<file path="src/rtl/fifo_arb_pkg.sv">
// rtl/fifo_arb_pkg.sv - shared types and defaults for the round-robin FIFO write arbiter
package fifo_arb_pkg;

    typedef enum logic {
        IDLE  = 1'b0,
        BURST = 1'b1
    } arb_state_e;

    localparam int STAT_WIDTH     = 16;
    localparam int DEF_NUM_REQ    = 4;
    localparam int DEF_DATA_WIDTH = 16;
    localparam int DEF_MAX_BURST  = 4;

endpackage

</file>
<file path="src/rtl/rr_pick.sv">
// rtl/rr_pick.sv - combinational round-robin pick: first set request at or after start, modulo NUM_REQ
module rr_pick #(
    parameter  int NUM_REQ = 4,
    localparam int IDX_W   = $clog2(NUM_REQ)
) (
    input  logic [NUM_REQ-1:0] req,
    input  logic [IDX_W-1:0]   start,
    output logic               found,
    output logic [IDX_W-1:0]   winner
);

    int idx;

    // Scan from the far end backwards so the candidate closest to start is written last.
    always_comb begin
        found  = 1'b0;
        winner = '0;
        idx    = 0;
        for (int k = NUM_REQ - 1; k >= 0; k--) begin
            idx = int'(start) + k;
            if (idx >= NUM_REQ) begin
                idx = idx - NUM_REQ;
            end
            if (req[idx[IDX_W-1:0]]) begin
                found  = 1'b1;
                winner = idx[IDX_W-1:0];
            end
        end
    end

endmodule

</file>
<file path="src/rtl/fifo_wr_arbiter.sv">
// rtl/fifo_wr_arbiter.sv - round-robin burst arbiter sharing one FIFO write port among NUM_REQ requesters
// Optional per-requester accepted-word counters when FIFO_ARB_STATS_EN is defined.
module fifo_wr_arbiter
    import fifo_arb_pkg::*;
#(
    parameter int NUM_REQ    = DEF_NUM_REQ,
    parameter int DATA_WIDTH = DEF_DATA_WIDTH,
    parameter int MAX_BURST  = DEF_MAX_BURST
) (
    input  logic                          clk,
    input  logic                          rst,
    input  logic [NUM_REQ-1:0]            req,
    input  logic [NUM_REQ*DATA_WIDTH-1:0] din,
    output logic [NUM_REQ-1:0]            gnt,
    input  logic                          fifo_full,
    output logic                          fifo_wen,
    output logic [DATA_WIDTH-1:0]         fifo_din,
    output logic                          busy
`ifdef FIFO_ARB_STATS_EN
    ,
    input  logic                          stat_clr,
    output logic [NUM_REQ*STAT_WIDTH-1:0] stat_cnt
`endif
);

    localparam int IDX_W = $clog2(NUM_REQ);
    localparam int CNT_W = $clog2(MAX_BURST + 1);
    localparam logic [CNT_W-1:0] BURST_LAST = CNT_W'(MAX_BURST);
    localparam logic [IDX_W-1:0] LAST_IDX   = IDX_W'(NUM_REQ - 1);

    arb_state_e       state_q, state_d;
    logic [IDX_W-1:0] owner_q, owner_d;
    logic [IDX_W-1:0] rr_ptr_q, rr_ptr_d;
    logic [CNT_W-1:0] burst_cnt_q, burst_cnt_d;

    logic [IDX_W-1:0]   owner_next;
    logic [IDX_W-1:0]   win_next;
    logic [IDX_W-1:0]   pick_start;
    logic               pick_found;
    logic [IDX_W-1:0]   pick_winner;
    logic [NUM_REQ-1:0] gnt_raw;

    assign owner_next = (owner_q == LAST_IDX) ? '0 : owner_q + IDX_W'(1);
    assign win_next   = (pick_winner == LAST_IDX) ? '0 : pick_winner + IDX_W'(1);

    // A releasing owner hands over in the same cycle, scanning from the slot after it.
    assign pick_start = (state_q == BURST) ? owner_next : rr_ptr_q;

    rr_pick #(
        .NUM_REQ (NUM_REQ)
    ) u_rr_pick (
        .req    (req),
        .start  (pick_start),
        .found  (pick_found),
        .winner (pick_winner)
    );

    always_comb begin
        state_d     = state_q;
        owner_d     = owner_q;
        rr_ptr_d    = rr_ptr_q;
        burst_cnt_d = burst_cnt_q;
        gnt_raw     = '0;
        if (!fifo_full) begin
            if ((state_q == BURST) && req[owner_q]) begin
                gnt_raw[owner_q] = 1'b1;
                burst_cnt_d      = burst_cnt_q + CNT_W'(1);
                if (burst_cnt_q + CNT_W'(1) == BURST_LAST) begin
                    state_d  = IDLE;
                    rr_ptr_d = owner_next;
                end
            end else if (pick_found) begin
                gnt_raw[pick_winner] = 1'b1;
                owner_d              = pick_winner;
                burst_cnt_d          = CNT_W'(1);
                if (MAX_BURST > 1) begin
                    state_d = BURST;
                end else begin
                    state_d  = IDLE;
                    rr_ptr_d = win_next;
                end
            end else if (state_q == BURST) begin
                state_d  = IDLE;
                rr_ptr_d = owner_next;
            end
        end
    end

    // Grant is combinational from req, so it must be forced low while reset is held.
    assign gnt      = rst ? gnt_raw : '0;
    assign fifo_wen = |gnt;
    assign busy     = (state_q == BURST);

    always_comb begin
        fifo_din = '0;
        for (int i = 0; i < NUM_REQ; i++) begin
            if (gnt[i]) begin
                fifo_din = fifo_din | din[i*DATA_WIDTH +: DATA_WIDTH];
            end
        end
    end

    always_ff @(posedge clk or negedge rst) begin
        if (!rst) begin
            state_q     <= IDLE;
            owner_q     <= '0;
            rr_ptr_q    <= '0;
            burst_cnt_q <= '0;
        end else begin
            state_q     <= state_d;
            owner_q     <= owner_d;
            rr_ptr_q    <= rr_ptr_d;
            burst_cnt_q <= burst_cnt_d;
        end
    end

`ifdef FIFO_ARB_STATS_EN
    logic [NUM_REQ-1:0][STAT_WIDTH-1:0] stat_q, stat_d;

    // Clear wins over a same-cycle grant; counts saturate rather than wrap.
    always_comb begin
        stat_d = stat_q;
        for (int i = 0; i < NUM_REQ; i++) begin
            if (stat_clr) begin
                stat_d[i] = '0;
            end else if (gnt[i] && req[i] && (stat_q[i] != '1)) begin
                stat_d[i] = stat_q[i] + STAT_WIDTH'(1);
            end
        end
    end

    always_ff @(posedge clk or negedge rst) begin
        if (!rst) begin
            stat_q <= '0;
        end else begin
            stat_q <= stat_d;
        end
    end

    assign stat_cnt = stat_q;
`endif

endmodule

</file>
<file path="config.mk">
export PLATFORM = sky130hd
export DESIGN_NAME = fifo_wr_arbiter
export DESIGN_NICKNAME = d
export VERILOG_FILES = /design/src/rtl/fifo_arb_pkg.sv /design/src/rtl/rr_pick.sv /design/src/rtl/fifo_wr_arbiter.sv
export SDC_FILE = /design/constraint.sdc
export NUM_CORES = 1
export LEC_CHECK = 0
export BUFFER_PORTS_ARGS = -buffer_cell sky130_fd_sc_hd__buf_4
export CELL_PAD_IN_SITES_DETAIL_PLACEMENT = 1
export CELL_PAD_IN_SITES_GLOBAL_PLACEMENT = 2
export CORE_MARGIN = 2
export CORE_UTILIZATION = 25
export CTS_CLUSTER_DIAMETER = 120
export DETAILED_ROUTE_END_ITERATION = 6
export PLACE_DENSITY = 0.85
export SYNTH_ARGS = -nofsm -noshare
export SYNTH_HDL_FRONTEND = slang
export SYNTH_SLANG_ARGS = --single-unit
export TNS_END_PERCENT = 1
</file>
<file path="constraint.sdc">
create_clock -name clk -period 4.9 [get_ports clk]
set_input_delay 0.49 -clock clk [delete_from_list [all_inputs] [get_ports clk]]
set_output_delay 0.49 -clock clk [all_outputs]
set_load 0.03 [all_outputs]
</file>
==> summary.txt <==
Status
  • Outcome: completed

Global route
  • Wire length of the first global-routing pass: roughly 13000 um
  • Total global-route track usage: 0.2013
  • Largest net degree at the start of global routing: between 50 and 60
  • Global route overflow: 0
  • Vias in the first global route: roughly 2500
  • Initial antenna violation count: 0

Floorplan
  • Row count: 30
  • DIE HEIGHT: 88.48 um
  • Initial core utilization: 0.2597
  • Die Width: 88.48 um
  • Ports: 93
  • Core area: 0.006869 mm^2
  • Die Area: 0.007829 mm^2

Detailed routing
  • Initial drt markers: 120
  • Remaining antenna violation count: 0
  • DR vias/cell: between 5 and 6
  • Wire per inst: 19.84 um
  • Residual DRC: 0
  • Via count: 2439
  • Wirelength, routed: 8234 um
  • Initial DRT Pass Iterations: 4

Pwr
  • PwrDens: 462.6 mW/mm^2
  • Peak supply drop: about 0.21 mV
  • Pleak: 1.072 nW

Worst setup path
  • CP Launch Type: flip-flop
  • Crit end category: output pin
  • Max incr delay on CP: 910 ps
  • CP max FO: 16
  • R2r worst-path depth: 5
  • Crit path from: owner_q[0]$_DFFE_PN0P_
  • Reg2reg end: rr_ptr_q[1]$_DFFE_PN0P_
  • Worst R2R Start: busy$_DFFE_PN0P_
  • CP required: 4410 ps
  • Worst EP arrival: roughly 3000 ps
  • Worst path slowest cell: nor4_4
  • Worst setup path class: reg2out
  • Crit-path cells: inv_1 -> ha_1 -> mux2i_2 -> o31a_1 -> nor4_4 -> a22oi_1 -> nand4_1 -> buf_4
  • Reg2Reg Setup Slack: 2760 ps

Place
  • Placed cells: about 410
  • Routability cong.: 0.8089
  • I/O Buffers: 92
  • DP Worst Slack: between 1500 and 2000 ps
  • Post-DP HPWL: 5931 um

Clocking
  • CTS H-tree lvls: 1
  • Number of CTS-inserted buffers: 3
  • CTS resizes: 0
  • CTS tree: yes
  • Clock sink count: 8
  • Clock buffer depth: 2
  • Hold buffer count at cts: 0
  • Setup Fix Bufs, Post-CTS: 0
  • Root buffer cell: clkbuf_8
  • Clk pin slew, worst setup/hold paths: 40 ps
  • Clock Latency Late Sink: 230 ps

Timing
  • Worst-Margin Slew: roughly 1100 ps
  • Max-slew violation count: 0
  • Slew headroom: 0.2656
  • Final Cycle Share: 0.7070
  • Final Setup Violations: 0
  • RSZ-0062 raised after global routing: false
  • Setup_tns: 0 ps
  • Fmax: 288.6 MHz
  • Setup ws final: 1436 ps
  • Fin. Hold Viols: 0
  • Tmin final: 3464 ps
  • Worst Clk Skew: 4.853 ps

Logic synthesis
  • Number of enable flip-flop cells after synthesis: 0
  • Mean area per synthesized cell: 7.166 um^2
  • Synth Flop Type: dfrtp_1
  • Seq cells post-synth: 8
  • Async SR Flop Fraction: 1.000
  • Syn. warnings: 0
  • Post-synthesis cell area: 0.001784 mm^2
  • Seq/Total Area, Yosys: 0.1122
  • Mapped Cells: 249
  • Netlist cell types: 48
  • Post-Syn Nets: 326

Cells and area
  • Nets: slightly below 400
  • Ant diodes: 0
  • Most common cell after layout, fill and taps aside: buf_4
  • Most frequent cells in the layout: 95 x buf_4, 48 x a22oi_1, 48 x nand4_1, 26 x nand2_1, 16 x o211ai_1
  • Non-Filler Instances: 415
  • Share of cells above drive strength 1: 0.3511
  • Area Growth Syn to Fin: 41.87%

Hold path
  • Worst Hold Class: in2async

Job
  • Max Cap Viol: 0
==> cells in the mapped netlist (4+ instances only) <==
master	number	area share
inv_1	4	0.0084
clkbuf_1	11	0.023
nand2_1	26	0.055
ha_1	6	0.042
o211ai_1	16	0.067
nand4_1	48	0.17
nor2_1	9	0.019
o21ai_0	7	0.020
buf_2	12	0.034
a22oi_1	48	0.20
dfrtp_1	8	0.11
==> power by group <==
| part | switching [mW] | leakage, nW | internal (mW) | total [mW] |
|---|---|---|---|---|
| Sequential | 0.0348 | 0.0967 | 0.0927 | 0.128 |
| Clock | 0.0278 | 0.0216 | 0.0534 | 0.0811 |
| Combinational | 0.624 | 0.954 | 0.338 | 0.962 |
| Total | 0.687 | 1.07 | 0.484 | 1.17 |
==> flip-flops by register name, indices dropped and copies added (netlist names) <==
signal,count
owner_q,2
burst_cnt_q,3
busy,1
rr_ptr_q,2
==> cell type report <==
class	instances	area [um^2]
inverter	4	15.01
sequential	8	200.2
timing repair buffer	95	713.2
multi-input combinational	209	1441
fill	878	4338
tap	96	120.1
clock buffer	3	41.29
==> worst max-delay path by stage <==
stage,depth (start not counted),slack [ps],to
global placement,7,1700,fifo_din[3]
global route,8,1170,fifo_din[1]
finish,8,1440,fifo_din[14]
floorplan,9,2230,fifo_din[10]
detailed placement,8,1650,fifo_din[0]
CTS,8,1400,fifo_din[0]
==> logic make-up after synthesis <==
group	Yosys count	synth area share
buffers and inverters	32	0.08836
AOI/OAI and AO/OA	95	0.3955
DFF	8	0.1122
muxes	6	0.03927
adders and majority gates	6	0.04207
and+or+nand+nor	101	0.3177
xor gates and xnor gates	1	0.004910
==> per-stage QoR <==
stage	hold slack [ps]	util	area (um^2)	total power, mW
global placement	317.5	0.3625	2490	1.078
floorplan	194.4	-	1784	0.7805
finish	67.04	0.3685	2531	1.171
CTS	71.51	0.3685	2531	1.174
detailed placement	318.9	0.3625	2490	1.091
global route	75.08	0.3685	2531	1.265
==> worst max-delay path: cells and delay by family (launching register included) <==
kind                       cells  cell delay, ps
buffers and inverters          2             270
adders and majority gates      1             320
muxes                          1             120
DFF                            1             460
and+or+nand+nor                2            1050
AOI/OAI and AO/OA              2             520
==> per-layer routing <==
layer | wire [um] | track usage | vias up
met5 | 0 | 0 | -
met2 | 4015 | 0.3459 | 94
met3 | 529 | 0.01586 | 4
li1 | - | - | 1166
met4 | 37 | 0.03030 | 0
met1 | 3652 | 0.2812 | 1175
No activity file was read; power rests on OpenSTA's default activity.
